`src/rtl/nibble_serial_adder_seq.sv`:
```
// Multi-cycle WIDTH-bit adder that time-multiplexes one 4-bit ripple-carry adder, LSB nibble first.
// Optional signed-overflow output `ovf` is enabled by defining NSADD_OVERFLOW_EN.

module ripple_carry_adder (
  input  logic [3:0] a,
  input  logic [3:0] b,
  input  logic       cin,
  output logic [3:0] sum,
  output logic       cout
);

  logic [4:0] carry;

  assign carry[0] = cin;

  for (genvar i = 0; i < 4; i++) begin : g_fa
    assign sum[i]     = a[i] ^ b[i] ^ carry[i];
    assign carry[i+1] = (a[i] & b[i]) | (carry[i] & (a[i] ^ b[i]));
  end

  assign cout = carry[4];

endmodule

module nibble_serial_adder_seq #(
  parameter int WIDTH = 16
) (
  input  logic             clk,
  input  logic             rst_n,
  input  logic             start_valid,
  output logic             start_ready,
  input  logic [WIDTH-1:0] op_a,
  input  logic [WIDTH-1:0] op_b,
  input  logic             cin,
  output logic             result_valid,
  input  logic             result_ready,
  output logic [WIDTH-1:0] sum,
  output logic             cout,
  output logic             busy
`ifdef NSADD_OVERFLOW_EN
  ,
  output logic             ovf
`endif
);

  localparam int NIB = WIDTH / 4;
  localparam int IW  = $clog2(NIB);

  typedef enum logic [1:0] {IDLE, RUN, DONE} state_t;

  state_t           state, state_nxt;
  logic [WIDTH-1:0] a_q, b_q;
  logic             carry_q;
  logic [IW-1:0]    idx;
  logic [3:0]       nib_a, nib_b, nib_sum;
  logic             nib_cout;
  logic             accept, last, release_res;

  assign accept      = (state == IDLE) && start_valid;
  assign last        = (state == RUN) && (idx == IW'(NIB - 1));
  assign release_res = (state == DONE) && result_ready;

  // The adder only ever sees the latched operands, so input changes after accept are harmless.
  assign nib_a = a_q[{idx, 2'b00} +: 4];
  assign nib_b = b_q[{idx, 2'b00} +: 4];

  ripple_carry_adder u_rca (
    .a    (nib_a),
    .b    (nib_b),
    .cin  (carry_q),
    .sum  (nib_sum),
    .cout (nib_cout)
  );

  always_ff @(posedge clk or negedge rst_n) begin
    if (!rst_n) state <= IDLE;
    else        state <= state_nxt;
  end

  always_comb begin
    state_nxt = state;
    case (state)
      IDLE:    if (accept)      state_nxt = RUN;
      RUN:     if (last)        state_nxt = DONE;
      DONE:    if (release_res) state_nxt = IDLE;
      default:                  state_nxt = IDLE;
    endcase
  end

  always_comb begin
    start_ready  = (state == IDLE);
    result_valid = (state == DONE);
    busy         = (state != IDLE);
  end

  // idx parks on the top nibble after the final pass rather than wrapping.
  always_ff @(posedge clk or negedge rst_n) begin
    if (!rst_n) begin
      a_q     <= '0;
      b_q     <= '0;
      carry_q <= 1'b0;
      idx     <= '0;
      sum     <= '0;
      cout    <= 1'b0;
    end else if (accept) begin
      a_q     <= op_a;
      b_q     <= op_b;
      carry_q <= cin;
      idx     <= '0;
    end else if (state == RUN) begin
      sum[{idx, 2'b00} +: 4] <= nib_sum;
      carry_q                <= nib_cout;
      if (last) cout <= nib_cout;
      else      idx  <= idx + 1'b1;
    end
  end

`ifdef NSADD_OVERFLOW_EN
  // Signed overflow: operands agree in sign but the top result bit does not.
  always_ff @(posedge clk or negedge rst_n) begin
    if (!rst_n)           ovf <= 1'b0;
    else if (last)        ovf <= (a_q[WIDTH-1] == b_q[WIDTH-1]) && (nib_sum[3] != a_q[WIDTH-1]);
    else if (release_res) ovf <= 1'b0;
  end
`endif

endmodule

```
`config.mk`:
```
export PLATFORM = sky130hd
export DESIGN_NAME = nibble_serial_adder_seq
export DESIGN_NICKNAME = d
export VERILOG_FILES = /design/src/rtl/nibble_serial_adder_seq.sv
export SDC_FILE = /design/constraint.sdc
export NUM_CORES = 1
export LEC_CHECK = 0
export BUFFER_PORTS_ARGS = -buffer_cell sky130_fd_sc_hd__buf_2
export CORE_UTILIZATION = 58
export CTS_CLUSTER_SIZE = 20
export DETAILED_ROUTE_END_ITERATION = 8
export GPL_TIMING_DRIVEN = 0
export PLACE_DENSITY = 0.84
export REMOVE_ABC_BUFFERS = 1
export SYNTH_ARGS = -nofsm -noshare
export SYNTH_HDL_FRONTEND = slang
export SYNTH_SLANG_ARGS = --single-unit
export TNS_END_PERCENT = 100
```
`constraint.sdc`:
```
create_clock -name clk -period 5.54 [get_ports clk]
set_clock_uncertainty 0.2 [all_clocks]
set_input_delay 1.108 -clock clk [delete_from_list [all_inputs] [get_ports clk]]
set_output_delay 1.108 -clock clk [all_outputs]
set_load 0.02 [all_outputs]
```
==> results of run 1 <==
==> layout make-up <==
type	count	area share, %
sequential	54	44.4
multi-input combinational	107	39.0
timing repair buffer	57	9.70
clock buffer	7	2.84
tap	52	2.14
inverter	14	1.73
clock inverter	1	0.164
==> path summary, 6_finish.rpt <==
| check | endpoint | slack (ps) | cells after the start |
|---|---|---|---|
| max reg2reg | sum[7]$_DFFE_PN0P_ | 1380 | 7 |
| min reg2reg | sum[7]$_DFFE_PN0P_ | 310 | 1 |
| max in group asynchronous | a_q[15]$_DFFE_PN0P_ | 3590 | 1 |
| max | sum[7]$_DFFE_PN0P_ | 1380 | 7 |
| min in group asynchronous | sum[13]$_DFFE_PN0P_ | 820 | 1 |
| min | sum[7]$_DFFE_PN0P_ | 310 | 1 |
==> per-layer routing <==
metal | wire, um | part of all wire (%)
met1 | 2110 | 44
met2 | 2530 | 52
met3 | 168 | 3.5
met4 | 43 | 0.89
met5 | 0 | 0
==> flip-flops by register name, indices dropped and copies added (netlist names) <==
signal	flops
sum	16
carry_q	1
state	2
a_q	16
b_q	16
idx	2
cout	1
==> power by group through the flow <==
stage / clock network (mW) / registers, mW / logic [mW]
2_1_floorplan: 0 / 0.728 / 0.701
3_3_place_gp: 0 / 0.711 / 0.983
3_5_place_dp: 0 / 0.730 / 1.02
4_1_cts: 0.231 / 0.720 / 1.02
5_1_grt: 0.248 / 0.746 / 1.10
6_report: 0.226 / 0.718 / 1.02
==> critical path, cell delays in order, from the launching register on <==
cell	delay (ps)
dfrtp_1	890
mux4_1	710
fa_1	430
fa_1	410
fa_1	410
fa_1	520
and4b_1	220
mux2_2	250
==> cells in the final DEF (no fill, tap or decap), drive strengths merged, types with 3 or more instances in the layout <==
master  netlist  layout
fa            4       4
inv          14      14
nand2         7       7
mux4          8       8
and3b         3       3
clkbuf        3       7
and4b         4       4
dfrtp        54      54
o32ai         7       7
buf           5      57
mux2         37      37
and2          4       4
ha            6       6
a32o          4       4
==> kinds of logic (layout without fill, tap and decap cells) <==
kind of cell	Yosys count	after routing	share of synthesized area, %
muxes	45	45	23.6
DFF	54	54	50.8
buffers and inverters	22	79	4.66
adders and majority gates	10	10	5.84
and+or+nand+nor	34	34	9.32
AOI/OAI and AO/OA	18	18	5.74
==> results.txt, run 1 <==
----------------------------------------------------
[Clock tree]
  Number of buffers inserted by post-CTS setup repair ... 0
  Number of H-tree levels ... 2
  Clk slew on worst S/H paths ... 100 ps
  CTS tree ... done
  CTS buffer count ... 5
  CTS root buf ... clkbuf_8
  Clock Path Buffers ... 2
  Sink count of the clock tree ... 54
  Clock latency on the worst-skew pair ... 310 ps
  Number of cells upsized or downsized after cts ... 0
  Post-CTS Hold Fix Bufs ... 0

[Detailed routing]
  Number of detailed-route iterations in the first pass ... 4
  Aggregate routed wire length ... 4860 um
  Total vias in the final route ... 1694
  Vias per std cell ... 5.80
  Number of DRC violations after detailed-routing iteration 0 ... 94
  Routed wirelength normalized by instance count ... 16.6 um
  DRC viols ... 0
  Post-route antenna net violation count ... 0

[Pwr]
  Internal power summed over all cells ... 1.19 mW
  Worst voltage drop across the vdd grid ... 0.000321 V
  Power consumption ... 1.97 mW
  Switching power ... 0.778 mW
  Proportion of total power due to net switching ... 39.5%
  Register share of total power ... 36.5%
  Leakage power of the design ... 1.47 nW
  Proportion of power drawn by combinational gates ... 52.0%
  Proportion of power drawn by the clock network ... 11.5%
  Areal power density over the cells ... 647 nW/um^2

[Global routing]
  Global-route track usage on met1 ... 29.4%
  All-layer global routing usage ... 21.9%
  Vias in the first global route ... 1696
  Layer with the highest usage ... met2
  Largest net degree at the start of global routing ... 55
  Global-route met2 utilization ... 36.6%
  Sum of overflow across all layers after global routing ... 0
  Antenna violations before repair ... 0
  Met3 routing resource usage after global routing ... 4.65%
  First-pass GRT wire length ... 8280 um

[Critical path]
  Kind of end point of the critical path ... flop
  Crit path max fanout ... 22
  Data arrival, critical path ... 4160 ps
  CP startpoint kind ... flop
  Worst reg2reg path startpoint ... idx[0]$_DFFE_PN0P_
  Startpoint-to-endpoint class of the critical path ... flop to flop
  Endpoint required time on the critical path ... 5530 ps
  Crit. Startpoint ... idx[0]$_DFFE_PN0P_

[Status]
  Status ... complete, no violations

[Placement]
  Placed Cells ... 284
  Sum of net half-perimeters after detailed placement ... 3450 um
  Post-Place Cell Area ... 2950 um^2
  Count of buffers from port buffering ... 56
  Post-placement worst setup slack ... 1390 ps
  RD Place Congestion ... 0.824

[STA]
  Fin. Hold Viols ... 0
  Slew @ Worst Pin ... 1170 ps
  Smallest hold slack ... 308 ps
  Worst setup slack after layout ... 1380 ps
  Min Clock Period, post-route ... 4160 ps
  Final setup TNS ... 0 ps
  Fmax ... 0.240 GHz
  Final Max Tran Viols ... 0
  Setup repair after global routing missed its margin ... no
  Share of the clock period used by the worst path ... 75.1%
  Final setup violation count ... 0
  Worst max-slew margin expressed relative to the limit ... 21.9%

[Logic synthesis]
  Synthesis-stage register bit count ... 54
  Sequential cell area fraction in the yosys report ... 50.8%
  Area share of the largest cell type after synthesis ... 50.8%
  Synth unique cells ... 34
  Top post-synthesis cells by count ... dfrtp_1 (54), mux2_2 (37), inv_1 (14), mux4_1 (8)
  Syn Inst Count ... 183
  Count leader, synth ... dfrtp_1
  Biggest area consumer among synthesized cells ... dfrtp_1
  Fraction of registers with async set or reset after synthesis ... 100%
  Count of flip-flops with a built-in enable after synthesis ... 0
  Top_reg_cell synth ... dfrtp_1
  Synth Warn # ... 0
  Netlist area before placement ... 2660 um^2
  Post-Synthesis Mean Instance Area ... 14.5 um^2
  Top cells by area, synth ... dfrtp_1 (51%), mux2_2 (16%), mux4_1 (7.9%), fa_1 (3.0%), ha_1 (2.8%)

[Floorplan]
  Vertical die dimension ... 69.7 um
  Placeable core area ... 4380 um^2
  Horizontal extent of the die ... 69.7 um
  Initial standard-cell utilization of the core ... 60.6%
  Area of the die ... 4860 um^2
  Boundary pin count ... 57
  Placement row count ... 24

[Cells and area]
  Fillcell total ... 313
  Number of antenna repair diodes ... 0
  FF/Latch Area ... 1350 um^2
  Final Core Density ... 69.4%
  Finished Cell Area ... 3040 um^2
  Combined area of the multi-input logic cells ... 1190 um^2
  Layout-stage area growth over the synthesis result ... 14.5%
  Non-filler instance count after layout ... 292
  Total Nets Final ... 286
  Fraction of final layout cells sized beyond drive strength 1 ... 43.8%

[Min path]
  Beginning of the worst hold path ... sum[7]$_DFFE_PN0P_
  Worst hold path class ... flop to flop

[Run]
  Number of max-capacitance violations reported ... 0

----------------------------------------------------
No activity file was read; power rests on OpenSTA's default activity.
==> run 2, diff against run 1 <==
- CORE_UTILIZATION: 58 -> 54
- PLACE_DENSITY: 0.84 -> 0.79
- clock period: 5.54 -> 4.3 ns (I/O delays scaled with it)
==> run 2 against run 1 <==
  * Non-clock buffer count is the same
  * Die area grew 7.2%
  * Largest power group unchanged
  * Design area grew 1.0%
  * Register-to-register slack lost 1200 ps
  * Flip-flop and latch count is the same
  * Critical path depth is the same
  * Sequential share of layout area shrank 0.45 points
  * Setup slack lost 1200 ps
==> results.txt, run 2 (synthesis results as in run 1) <==
----------------------------------------------------
[Cells and area]
  Finished Cell Area ... 3080 um^2 (+1.0%)
  Layout-stage area growth over the synthesis result ... 15.7%
  Leading cell type in the layout, fill and taps excluded ... buf_2
  Fillcell total ... 377 (+20%)
  Fraction of final layout cells sized beyond drive strength 1 ... 43.8% (unchanged)
  Number of antenna repair diodes ... 0 (unchanged)
  Total Nets Final ... 286 (unchanged)
  Commonest cells after routing, fill and taps aside ... buf_2 (56), dfrtp_1 (54), mux2_2 (37)
  Largest registers ... a_q x16, b_q x16, sum x16

[Clock tree]
  Clock Path Buffers ... 2 (unchanged)
  Number of buffers inserted by post-CTS setup repair ... 0 (unchanged)
  CTS tree ... done
  Sink count of the clock tree ... 54 (unchanged)
  Clk slew on worst S/H paths ... 90 ps (about the same)
  Number of H-tree levels ... 2 (unchanged)
  Post-CTS Hold Fix Bufs ... 0 (unchanged)
  CTS buffer count ... 5 (unchanged)
  CTS root buf ... clkbuf_8
  Clock latency on the worst-skew pair ... 300 ps (about the same)
  Number of cells upsized or downsized after cts ... 0 (unchanged)

[Pwr]
  Areal power density over the cells ... 818 nW/um^2 (+27%)
  Leakage power of the design ... 1.47 nW (+0.31%)
  Worst voltage drop across the vdd grid ... 0.000447 V (+39%)

[Floorplan]
  Placeable core area ... 4720 um^2 (+7.7%)
  Horizontal extent of the die ... 72.2 um (+3.5%)
  Initial standard-cell utilization of the core ... 56.3% (-4.4 points)
  Boundary pin count ... 57 (unchanged)
  Vertical die dimension ... 72.2 um (+3.5%)
  Placement row count ... 25 (+4.2%)
  Area of the die ... 5210 um^2 (+7.2%)

[Detailed routing]
  DRC viols ... 0 (unchanged)
  Aggregate routed wire length ... 4590 um (-5.6%)
  Routed wirelength normalized by instance count ... 14.9 um (-10%)
  Number of detailed-route iterations in the first pass ... 4 (unchanged)
  Number of DRC violations after detailed-routing iteration 0 ... 58 (-38%)
  Vias per std cell ... 5.51 (-5.0%)
  Total vias in the final route ... 1692 (-0.12%)
  Post-route antenna net violation count ... 0 (unchanged)

[Min path]
  Depth of the worst hold-timing path ... 1 (unchanged)
  Worst hold path class ... flop to flop

[STA]
  Final setup TNS ... 0 ps (unchanged)
  Setup repair after global routing missed its margin ... no
  Worst setup slack after layout ... 173 ps (-1200 ps)
  Fmax ... 0.242 GHz (+0.87%)
  Worst max-slew margin expressed relative to the limit ... 23.8% (+1.9 points)
  Slew @ Worst Pin ... 1140 ps (-29.0 ps)
  Share of the clock period used by the worst path ... 96.0% (+21 points)
  Final Max Tran Viols ... 0 (unchanged)
  Final setup violation count ... 0 (unchanged)
  Min Clock Period, post-route ... 4130 ps (-35.7 ps)
  Fin. Hold Viols ... 0 (unchanged)
  Smallest hold slack ... 307 ps (-1.12 ps)

[Critical path]
  Peak per-stage delay on the critical path ... 880 ps (about the same)
  Data arrival, critical path ... 4120 ps (-40 ps)
  Startpoint-to-endpoint class of the critical path ... flop to flop
  R2R cell count ... 7 (unchanged)
  CP startpoint kind ... flop
  Kind of end point of the critical path ... flop
  Critical-path cell list ... mux4_1, fa_1, fa_1, fa_1, fa_1, and4b_1, mux2_2
  Crit path max-delay cell type ... dfrtp_1
  Crit path max fanout ... 22 (unchanged)
  Dominant cell type by count on the critical path ... fa_1
  Endpoint required time on the critical path ... 4300 ps (-1230 ps)

[Placement]
  Sum of net half-perimeters after detailed placement ... 3390 um (-1.7%)
  Count of buffers from port buffering ... 56 (unchanged)
  Post-Place Cell Area ... 2980 um^2 (+1.1%)
  Post-placement worst setup slack ... 144 ps (-1250 ps)
  RD Place Congestion ... 0.759 (-7.9%)

[Global routing]
  Vias in the first global route ... 1724 (+1.7%)
  Antenna violations before repair ... 0 (unchanged)
  All-layer global routing usage ... 19.7% (-2.2 points)
  Sum of overflow across all layers after global routing ... 0 (unchanged)
  First-pass GRT wire length ... 7820 um (-5.5%)
  Largest net degree at the start of global routing ... 55 (unchanged)

[Status]
  Status ... complete, no violations

[Run]
  Number of max-capacitance violations reported ... 0 (unchanged)

----------------------------------------------------
-- run 2: cell counts in the layout (fill, tap and decap cells not counted) --
Identical to the previous run, type by type.
-- run 2: report_power, final --
part	leakage (nW)	internal (mW)	switching, mW
Combinational	0.753	0.671	0.641
Sequential	0.670	0.737	0.183
Clock	0.0482	0.130	0.153
Total	1.47	1.54	0.977
-- run 2: per-stage QoR --
step           power (mW)  util, %  cells
2_1_floorplan        1.84        -    175
3_3_place_gp         2.20     62.5    298
3_5_place_dp         2.26     63.2    299
4_1_cts              2.54     65.1    307
5_1_grt              2.70     65.1    307
6_report             2.52     65.1    307
-- run 2: critical path, delay by kind of cell (launching register included) --
kind | cells | cell delay [ps]
adders and majority gates | 4 | 1760
DFF | 1 | 880
muxes | 2 | 950
and+or+nand+nor | 1 | 220
-- run 2: cell type report --
cell class	instances	area [um^2]	area share (%)
sequential	54	1350	43.9
multi-input combinational	107	1190	38.6
timing repair buffer	57	308	10.0
clock buffer	7	86.3	2.81
tap	67	83.8	2.73
inverter	14	52.6	1.71
clock inverter	1	5.00	0.163
-- run 2: final timing paths --
| path | to | slack [ps] | startpoint |
|---|---|---|---|
| hold reg to reg | b_q[2]$_DFFE_PN0P_ | 310 | b_q[2]$_DFFE_PN0P_ |
| setup / recovery | sum[7]$_DFFE_PN0P_ | 170 | idx[0]$_DFFE_PN0P_ |
| max in group asynchronous | a_q[11]$_DFFE_PN0P_ | 2620 | rst_n |
| hold / removal | b_q[2]$_DFFE_PN0P_ | 310 | b_q[2]$_DFFE_PN0P_ |
| min in group asynchronous | sum[12]$_DFFE_PN0P_ | 580 | rst_n |
| setup reg to reg | sum[7]$_DFFE_PN0P_ | 170 | idx[0]$_DFFE_PN0P_ |
-- run 2: routing by layer --
layer	wire length (um)	vias to the layer above	GRT usage, %
met2	2400	36	32.7
li1	-	789	-
met5	0	-	0
met1	1970	860	26.4
met3	142	7	3.33
met4	70	0	7.19
